--- src/rtl/spm_host.sv ---
// -----------------------------------------------------------------------------
// spm_host : handshake host for a sequential (shift/add) multiplier.
//
// Accepts one operand pair through a valid/ready input port, holds the operands
// steady on mc/mp while it drives start to the multiplier controller, then
// captures the product and offers it through a valid/ready result port.
// There is no operand buffering: one operation is in flight at a time.
//
// State sequence: IDLE -> LOAD -> RUN -> RESULT -> IDLE.
//   LOAD gives the multiplier one idle/load cycle with stable operands.
//   RESULT keeps start low, so the multiplier always sees a low start cycle
//   between two operations.
//
// Optional feature (macro SPM_HOST_TIMEOUT_EN):
//   When defined, an 8-bit counter watches the RUN state. If TIMEOUT RUN cycles
//   pass without done, the operation is aborted and RESULT is entered with
//   out_prod=0 and out_err=1. A done on that last cycle still wins.
//   When undefined, out_err is tied low and RUN waits for done indefinitely.
//
// Reset: rst, asynchronous, active-high. It abandons any operation and drops
// start at once.
// -----------------------------------------------------------------------------
module spm_host #(
    parameter int WIDTH   = 8,
    parameter int TIMEOUT = 255
) (
    input  logic                 clk,
    input  logic                 rst,
    input  logic                 in_valid,
    output logic                 in_ready,
    input  logic [WIDTH-1:0]     in_mc,
    input  logic [WIDTH-1:0]     in_mp,
    output logic                 start,
    output logic [WIDTH-1:0]     mc,
    output logic [WIDTH-1:0]     mp,
    input  logic                 done,
    input  logic [2*WIDTH-1:0]   prod_in,
    output logic                 out_valid,
    input  logic                 out_ready,
    output logic [2*WIDTH-1:0]   out_prod,
    output logic                 out_err,
    output logic                 busy
);

    typedef enum logic [1:0] {
        S_IDLE   = 2'd0,
        S_LOAD   = 2'd1,
        S_RUN    = 2'd2,
        S_RESULT = 2'd3
    } state_t;

    // Abort threshold for the 8-bit RUN counter.
    localparam logic [7:0] TIMEOUT_C = TIMEOUT[7:0];

    state_t                r_state;
    logic                  r_in_ready;
    logic                  r_start;
    logic                  r_out_valid;
    logic                  r_busy;
    logic [WIDTH-1:0]      r_mc;
    logic [WIDTH-1:0]      r_mp;
    logic [2*WIDTH-1:0]    r_out_prod;

`ifdef SPM_HOST_TIMEOUT_EN
    logic [7:0]            r_cnt;
    logic                  r_err;
    logic [7:0]            w_cnt_next;

    // Value the RUN counter takes at the end of the current RUN cycle.
    assign w_cnt_next = r_cnt + 8'd1;
`else
    // The threshold has no consumer when the timeout is compiled out.
    logic [7:0]            w_unused_timeout;
    assign w_unused_timeout = TIMEOUT_C;
`endif

    // Control FSM with registered handshake, start, busy and result outputs.
    always_ff @(posedge clk or posedge rst) begin
        if (rst) begin
            r_state     <= S_IDLE;
            r_in_ready  <= 1'b1;
            r_start     <= 1'b0;
            r_out_valid <= 1'b0;
            r_busy      <= 1'b0;
            r_mc        <= '0;
            r_mp        <= '0;
            r_out_prod  <= '0;
`ifdef SPM_HOST_TIMEOUT_EN
            r_cnt       <= 8'd0;
            r_err       <= 1'b0;
`endif
        end else begin
            case (r_state)
                S_IDLE: begin
                    if (in_valid) begin
                        r_mc       <= in_mc;
                        r_mp       <= in_mp;
                        r_in_ready <= 1'b0;
                        r_busy     <= 1'b1;
                        r_state    <= S_LOAD;
                    end else begin
                        r_state    <= S_IDLE;
                    end
                end

                S_LOAD: begin
                    // One quiet cycle with stable operands, then request.
                    r_start <= 1'b1;
                    r_state <= S_RUN;
`ifdef SPM_HOST_TIMEOUT_EN
                    r_cnt   <= 8'd0;
`endif
                end

                S_RUN: begin
                    if (done) begin
                        // done wins even on the cycle the counter expires.
                        r_out_prod  <= prod_in;
                        r_start     <= 1'b0;
                        r_out_valid <= 1'b1;
                        r_state     <= S_RESULT;
`ifdef SPM_HOST_TIMEOUT_EN
                        r_err       <= 1'b0;
`endif
                    end else begin
`ifdef SPM_HOST_TIMEOUT_EN
                        if (w_cnt_next == TIMEOUT_C) begin
                            r_out_prod  <= '0;
                            r_err       <= 1'b1;
                            r_start     <= 1'b0;
                            r_out_valid <= 1'b1;
                            r_state     <= S_RESULT;
                        end else begin
                            r_cnt       <= w_cnt_next;
                            r_state     <= S_RUN;
                        end
`else
                        r_state <= S_RUN;
`endif
                    end
                end

                S_RESULT: begin
                    if (out_ready) begin
                        r_out_valid <= 1'b0;
                        r_in_ready  <= 1'b1;
                        r_busy      <= 1'b0;
                        r_state     <= S_IDLE;
                    end else begin
                        r_state     <= S_RESULT;
                    end
                end

                default: begin
                    r_state     <= S_IDLE;
                    r_in_ready  <= 1'b1;
                    r_start     <= 1'b0;
                    r_out_valid <= 1'b0;
                    r_busy      <= 1'b0;
                end
            endcase
        end
    end

    assign in_ready  = r_in_ready;
    assign start     = r_start;
    assign mc        = r_mc;
    assign mp        = r_mp;
    assign out_valid = r_out_valid;
    assign out_prod  = r_out_prod;
    assign busy      = r_busy;

`ifdef SPM_HOST_TIMEOUT_EN
    assign out_err   = r_err;
`else
    assign out_err   = 1'b0;
`endif

endmodule

--- config.mk ---
export PLATFORM = sky130hd
export DESIGN_NAME = spm_host
export DESIGN_NICKNAME = d
export VERILOG_FILES = /design/src/rtl/spm_host.sv
export SDC_FILE = /design/constraint.sdc
export NUM_CORES = 1
export LEC_CHECK = 0
export BUFFER_PORTS_ARGS = -buffer_cell sky130_fd_sc_hd__buf_2
export CAP_MARGIN = 10
export CORE_ASPECT_RATIO = 0.5
export CORE_MARGIN = 2
export CORE_UTILIZATION = 49
export DETAILED_ROUTE_END_ITERATION = 6
export GPL_TIMING_DRIVEN = 0
export PLACE_DENSITY_LB_ADDON = 0.2
export SLEW_MARGIN = 5
export SYNTH_ARGS = -nofsm -noshare
export SYNTH_HDL_FRONTEND = slang
export SYNTH_SLANG_ARGS = --single-unit
--- constraint.sdc ---
create_clock -name clk -period 2.1 [get_ports clk]
set_input_delay 0.21 -clock clk [delete_from_list [all_inputs] [get_ports clk]]
set_output_delay 0.21 -clock clk [all_outputs]
set_load 0.02 [all_outputs]
==> reports/metrics.cfg, run 1 <==
[global_routing]
antenna_found_initial=0
grt-ovfl-total=0
grt_use_total_pct=17.1
grt_pass1_vias=1086
grt_max_degree=39
grt_pass1_wl_microns=4850

[logic_synthesis]
yosysWarnings=0
netlist_area_sq_um=1590
synth_area_leaders=dfrtp_1 (58%), mux2_4 (19%), mux2_2 (9.2%), dfstp_2 (1.7%), a21oi_1 (1.6%)
yosysMostFrequentCell=dfrtp_1
ys_ff_latch=38
synth.largest_area_cell=dfrtp_1
synth_nets=136
synth_common_cells=dfrtp_1 (37), mux2_4 (20), mux2_2 (13)
synth_top_cell_area_share_pct=58.2
synth_seq_area_share_pct=59.9
synth-edff-count=0
synthCells=99
ys_types=17
async_flop_share_pct=100
syn_area_per_cell_sq_um=16.1
synthFlopType=dfrtp_1

[timing]
grt_setup_unrepaired=false
skew_ps=5.51
tns_ps=0
max_slew_margin_pct=49.7
fmax_mhz=644
final_hold_viol_count=0
finalMaxSlewViolations=0
finalSetupViolCount=0
worst_pin_slew_ps=753
worst_hold_slack_ps=47.4
fin_crit_ps=1550
timing.final.crit_share_pct=73.9

[floorplanning]
rows=14
die-area_sq_um=3740
core-area_sq_um=3050
initial_utilization_pct=52.2
die_w_microns=84.6
ioPinCount=74
die_h_microns=44.3

[placement]
place_hpwl_microns=2150
gp_congestion=0.771
numPortBuffers=72
dpl-instance-area_sq_um=2000
dp_cells=211

[layout]
drive_above_1_share_pct=68.2
n_fill_cell=234
finalNonFillerCells=219
final_area_sq_um=2110
fin_nets=215
syn_to_final_growth_pct=32.7
antenna_cells=0

[clock_tree]
cts.sinks=38
ctsHoldBuffers=0
cts_max_level=2
cts_buffers=5
max-clock-path-buffers=2
cts_resized=0
cts.reportedPaths.clkPinSlew_ps=80
cts_tree=done
clock_latency_ps=290
clock-root-buffer=clkbuf_8
post-cts-setup-buffers=0

[routing]
drt-total-wl_microns=2880
viasPerCell=4.81
drc=0
drt_first_pass_iters=4
vias=1054
ant_nets=0
drt_iter0_drc=21
wl_per_cell_microns=13.1

[critical_path]
worstPathArrival_ps=1720
path_buf_inv=2
path_cells=buf_6, nor3b_4, buf_12, mux2_4
cp_top_family=simple AND/OR/NAND/NOR gates
crit_type=reg -> reg
worstPathMaxFanout=10
end_kind=flop
rrSetupSlack_ps=550
cp-start-kind=flop
required_ps=2270
cp_slowest_cell=nor3b_4
cpPeakStageDelay_ps=420

[run_status]
outcome=complete, no violations

[run]
cap_violations=0

[hold_path]
hp-class=in -> async

[power_and_ir_drop]
pwr_density_cell_nw_per_um2=1690
max-vdd-ir-drop_mv=1.00
p_leak_uw=0.00109
power.total_uw=3570

[path summary, 6_finish.rpt]
path / from / endpoint / cells past startpoint
setup reg to reg: r_state[0] / mc[1] / 4
min in group clk: prod_in[8] / out_prod[8] / 2
hold reg to reg: out_prod[1] / out_prod[1] / 1
max in group asynchronous: rst / out_prod[14] / 2
hold / removal: rst / mc[0] / 2
setup / recovery: r_state[0] / mc[1] / 4
[metrics by stage]
step / setup WS [ps] / utilization (%)
6_report: 547 / 69.2
5_1_grt: 479 / 69.2
4_1_cts: 531 / 69.2
3_5_place_dp: 553 / 65.6
3_3_place_gp: 545 / 65.6
2_1_floorplan: 660 / -
[cells in the final DEF, fill, tap and decap left out, types with 2 or more instances in the layout]
cell type,instances
clkbuf_8,5
buf_6,2
mux2_4,20
inv_1,3
nand2_1,5
a21oi_1,5
buf_2,72
clkinv_2,2
dfrtp_1,37
buf_4,2
mux2_2,13
o21ai_0,3
[state kept, by name, summed over array words and instances, names as in the netlist]
name	flops
r_state	2
out_valid	1
busy	1
mp	8
start	1
out_prod	16
in_ready	1
mc	8
[where the power goes]
group          leakage, uW  internal (uW)  switching (uW)
clock network    0.0000579            349             254
logic             0.000591            802             879
registers         0.000445           1100             183
total              0.00109           2260            1320
[logic make-up after synthesis]
group           after synthesis  share of synthesized area (%)
simple gates                  9                           4.33
compound gates                9                           2.91
flops                        38                           59.9
other cells                   1                          0.236
buf+inv                       9                           4.56
mux                          33                           28.1
[metal layers]
layer	global-route usage (%)	vias to the layer above	wire length, microns
li1	-	495	-
met1	21.1	508	1250
met2	28.2	48	1360
met3	7.46	3	248
met4	4.76	0	14
met5	0	-	0
[worst reg2reg max path: cells and delay by family (launching register included)]
family / cells / cell delay (ps)
buffers and inverters: 2 / 340
DFF: 1 / 370
and+or+nand+nor: 1 / 420
muxes: 1 / 310
[area by class of cell]
| type | instances | area [sq um] | share of cell area, % |
|---|---|---|---|
| Buffer | 5 | 57.6 | 2.73 |
| Clock buffer | 5 | 68.8 | 3.26 |
| Clock inverter | 3 | 40.0 | 1.90 |
| Inverter | 4 | 15.0 | 0.712 |
| Multi-Input combinational cell | 52 | 566 | 26.8 |
| Sequential cell | 38 | 952 | 45.1 |
| Tap cell | 40 | 50.0 | 2.37 |
| Timing Repair Buffer | 72 | 360 | 17.1 |
Note: power is estimated with default switching activity, not from simulation.
==> inputs of run 2 (changes only) <==
Settings changed: ABC_AREA set to 1, CORE_UTILIZATION 49 to 41.
Clock period 2.1 ns to 1.31 ns, I/O delays scaled along.
==> run 2 against run 1 <==
The flow now finishes with violations (hold timing). Die area increased by 17%. Clock skew up 1.6 ps. Sequential power increased by 60%. Count of clock-buffer cells in the layout rose by 3. Via count up 34%. Fmax up 32%. Critical path type unchanged. Highest routed layer unchanged.
==> reports/metrics.cfg, run 2 <==
[floorplanning]
rows=15
initial_utilization_pct=44.2
ioPinCount=74
die_h_microns=47.9
die_w_microns=91.7
die-area_sq_um=4390
core-area_sq_um=3570

[layout]
multiInputGateArea_sq_um=520
largest_reg_flops=16
final_cell_mix=buf_2 (76), nand2_1 (73), dfrtp_1 (37)
n_fill_cell=334
regArea_sq_um=952
final_common_cell=buf_2
finalNonFillerCells=299
fin_nets=284
syn_to_final_growth_pct=32.4
antenna_cells=0
drive_above_1_share_pct=37.9

[timing]
grt_setup_unrepaired=false
fin_crit_ps=1180
final_hold_viol_count=37
finalSetupViolCount=0
worst_pin_slew_ps=766
fmax_mhz=848
skew_ps=7.13
finalMaxSlewViolations=0
fin_ws_ps=130
max_slew_margin_pct=48.9
worst_hold_slack_ps=-17.7
timing.final.crit_share_pct=90.1

[logic_synthesis]
synth_seq_area_share_pct=60.3
synth-xor-area-share_pct=0
syn_area_per_cell_sq_um=9.39
synth_top_cell_area_share_pct=58.7
synth_top_family_by_area=simple AND/OR/NAND/NOR gates
async_flop_share_pct=100
netlist_area_sq_um=1580
synth_nets=205
synthMuxAreaShare_pct=0
synth_common_cells=nand2_1 (73), dfrtp_1 (37), nand3_1 (19)
synthFlopType=dfrtp_1
yosysMostFrequentCell=nand2_1
ys_ff_latch=38
yosysWarnings=0
synth_fa_ha_area_share_pct=0
synth_area_leaders=dfrtp_1 (59%), nand2_1 (17%), nand4_1 (6.3%), nand3_1 (6.0%), buf_2 (1.9%)
synth-edff-count=0
yosys.area_share.simple_pct=32.3
synthCells=168
synth_compound_area_share_pct=0.476
ys_types=16
synth.largest_area_cell=dfrtp_1

[routing]
ant_nets=0
drt_first_pass_iters=4
wl_per_cell_microns=12.1
drt_iter0_drc=49
drc=0
wl_met2_microns=1770
wl_met3_microns=234
drt-total-wl_microns=3620
vias=1408
highest_layer=met4
viasPerCell=4.71
wl_met1_microns=1590

[clock_tree]
max-clock-path-buffers=2
clock-root-buffer=clkbuf_8
cts_max_level=2
ctsHoldBuffers=0
clock_latency_ps=280
cts_tree=done
cts.sinks=38
cts.reportedPaths.clkPinSlew_ps=70
cts_buffers=5

[critical_path]
required_ps=1480
worstPathMaxFanout=10
r2r-end=mc[1]
cp-start-kind=flop
reg2reg_from=r_state[1]
end_kind=flop
crit_type=reg -> reg
crit_start=r_state[1]
rr_worst_depth=5
worstPathArrival_ps=1350
rrSetupSlack_ps=130

[power_and_ir_drop]
max-vdd-ir-drop_mv=1.08
p_leak_uw=0.00122
pwr_density_cell_nw_per_um2=2490

[placement]
place_hpwl_microns=2630
dp_cells=289
gp_congestion=0.652
pre_cts_slack_ps=46.5
numPortBuffers=70

[global_routing]
antenna_found_initial=0
grt_max_degree=39
grt-ovfl-total=0
grt_use_total_pct=16.7
grt_pass1_wl_microns=5490
grt_pass1_vias=1194

[hold_path]
hp-class=in -> async

[run_status]
outcome=finished, violations left
failed_checks=hold timing

[run]
cap_violations=0

run 2: worst max-delay path, cell delays in order, from the launching register on:
cell and delay, ps:
dfrtp_1 460, nor2_4 210, nand2_4 120, buf_6 160, nand2_1 50, nand2_1 50
run 2: cells by family (layout without fill, tap and decap cells):
family	Yosys count	in the layout
and+or+nand+nor	111	111
DFF	38	38
buffers and inverters	17	97
other	1	1
AOI/OAI and AO/OA	1	1
run 2: worst max path at each step:
stage / endpoint / slack (ps)
after floorplan: mc[0] / 220
after global routing: out_prod[2] / 30
after CTS: mc[1] / 30
after global placement: out_prod[5] / -180
after detailed placement: mc[1] / 50
final: mc[1] / 130
run 2: metal layers:
layer,track usage [%],up-vias
li1,-,703
met1,21.3,655
met2,27.9,45
met3,5.20,5
met4,6.27,0
met5,0,-
run 2: repair_timing:
action                     CTS  global route
gates resized for setup      0             1
buffers inserted             0             2
setup endpoints to repair    0             9
run 2: final cells by class:
| cell class | instances | share of cell area (%) |
|---|---|---|
| sequential | 38 | 45.6 |
| clock buffer | 8 | 3.83 |
| tap | 51 | 3.05 |
| buffer | 11 | 3.95 |
| inverter | 6 | 1.20 |
| multi-input combinational | 113 | 24.9 |
| timing repair buffer | 72 | 17.5 |
run 2: through the flow:
stage	total power [uW]	hold WS (ps)	instance area, sq um	setup TNS, ps	util, %
detailed placement	4460	327	1990	0	55.9
floorplan	3630	276	1580	0	-
finish	5210	-17.7	2090	0	58.6
global route	5600	59.2	2090	0	58.6
CTS	5240	11.7	2070	0	58.1
global placement	4380	359	1990	-6450	55.9
run 2: report_power, final:
group          total (uW)  switching, uW  leakage [uW]  internal [uW]
Clock                 759            381     0.0000395            378
Sequential           2060            323      0.000467           1740
Combinational        2390           1560      0.000714            834
Total                5210           2260       0.00122           2950
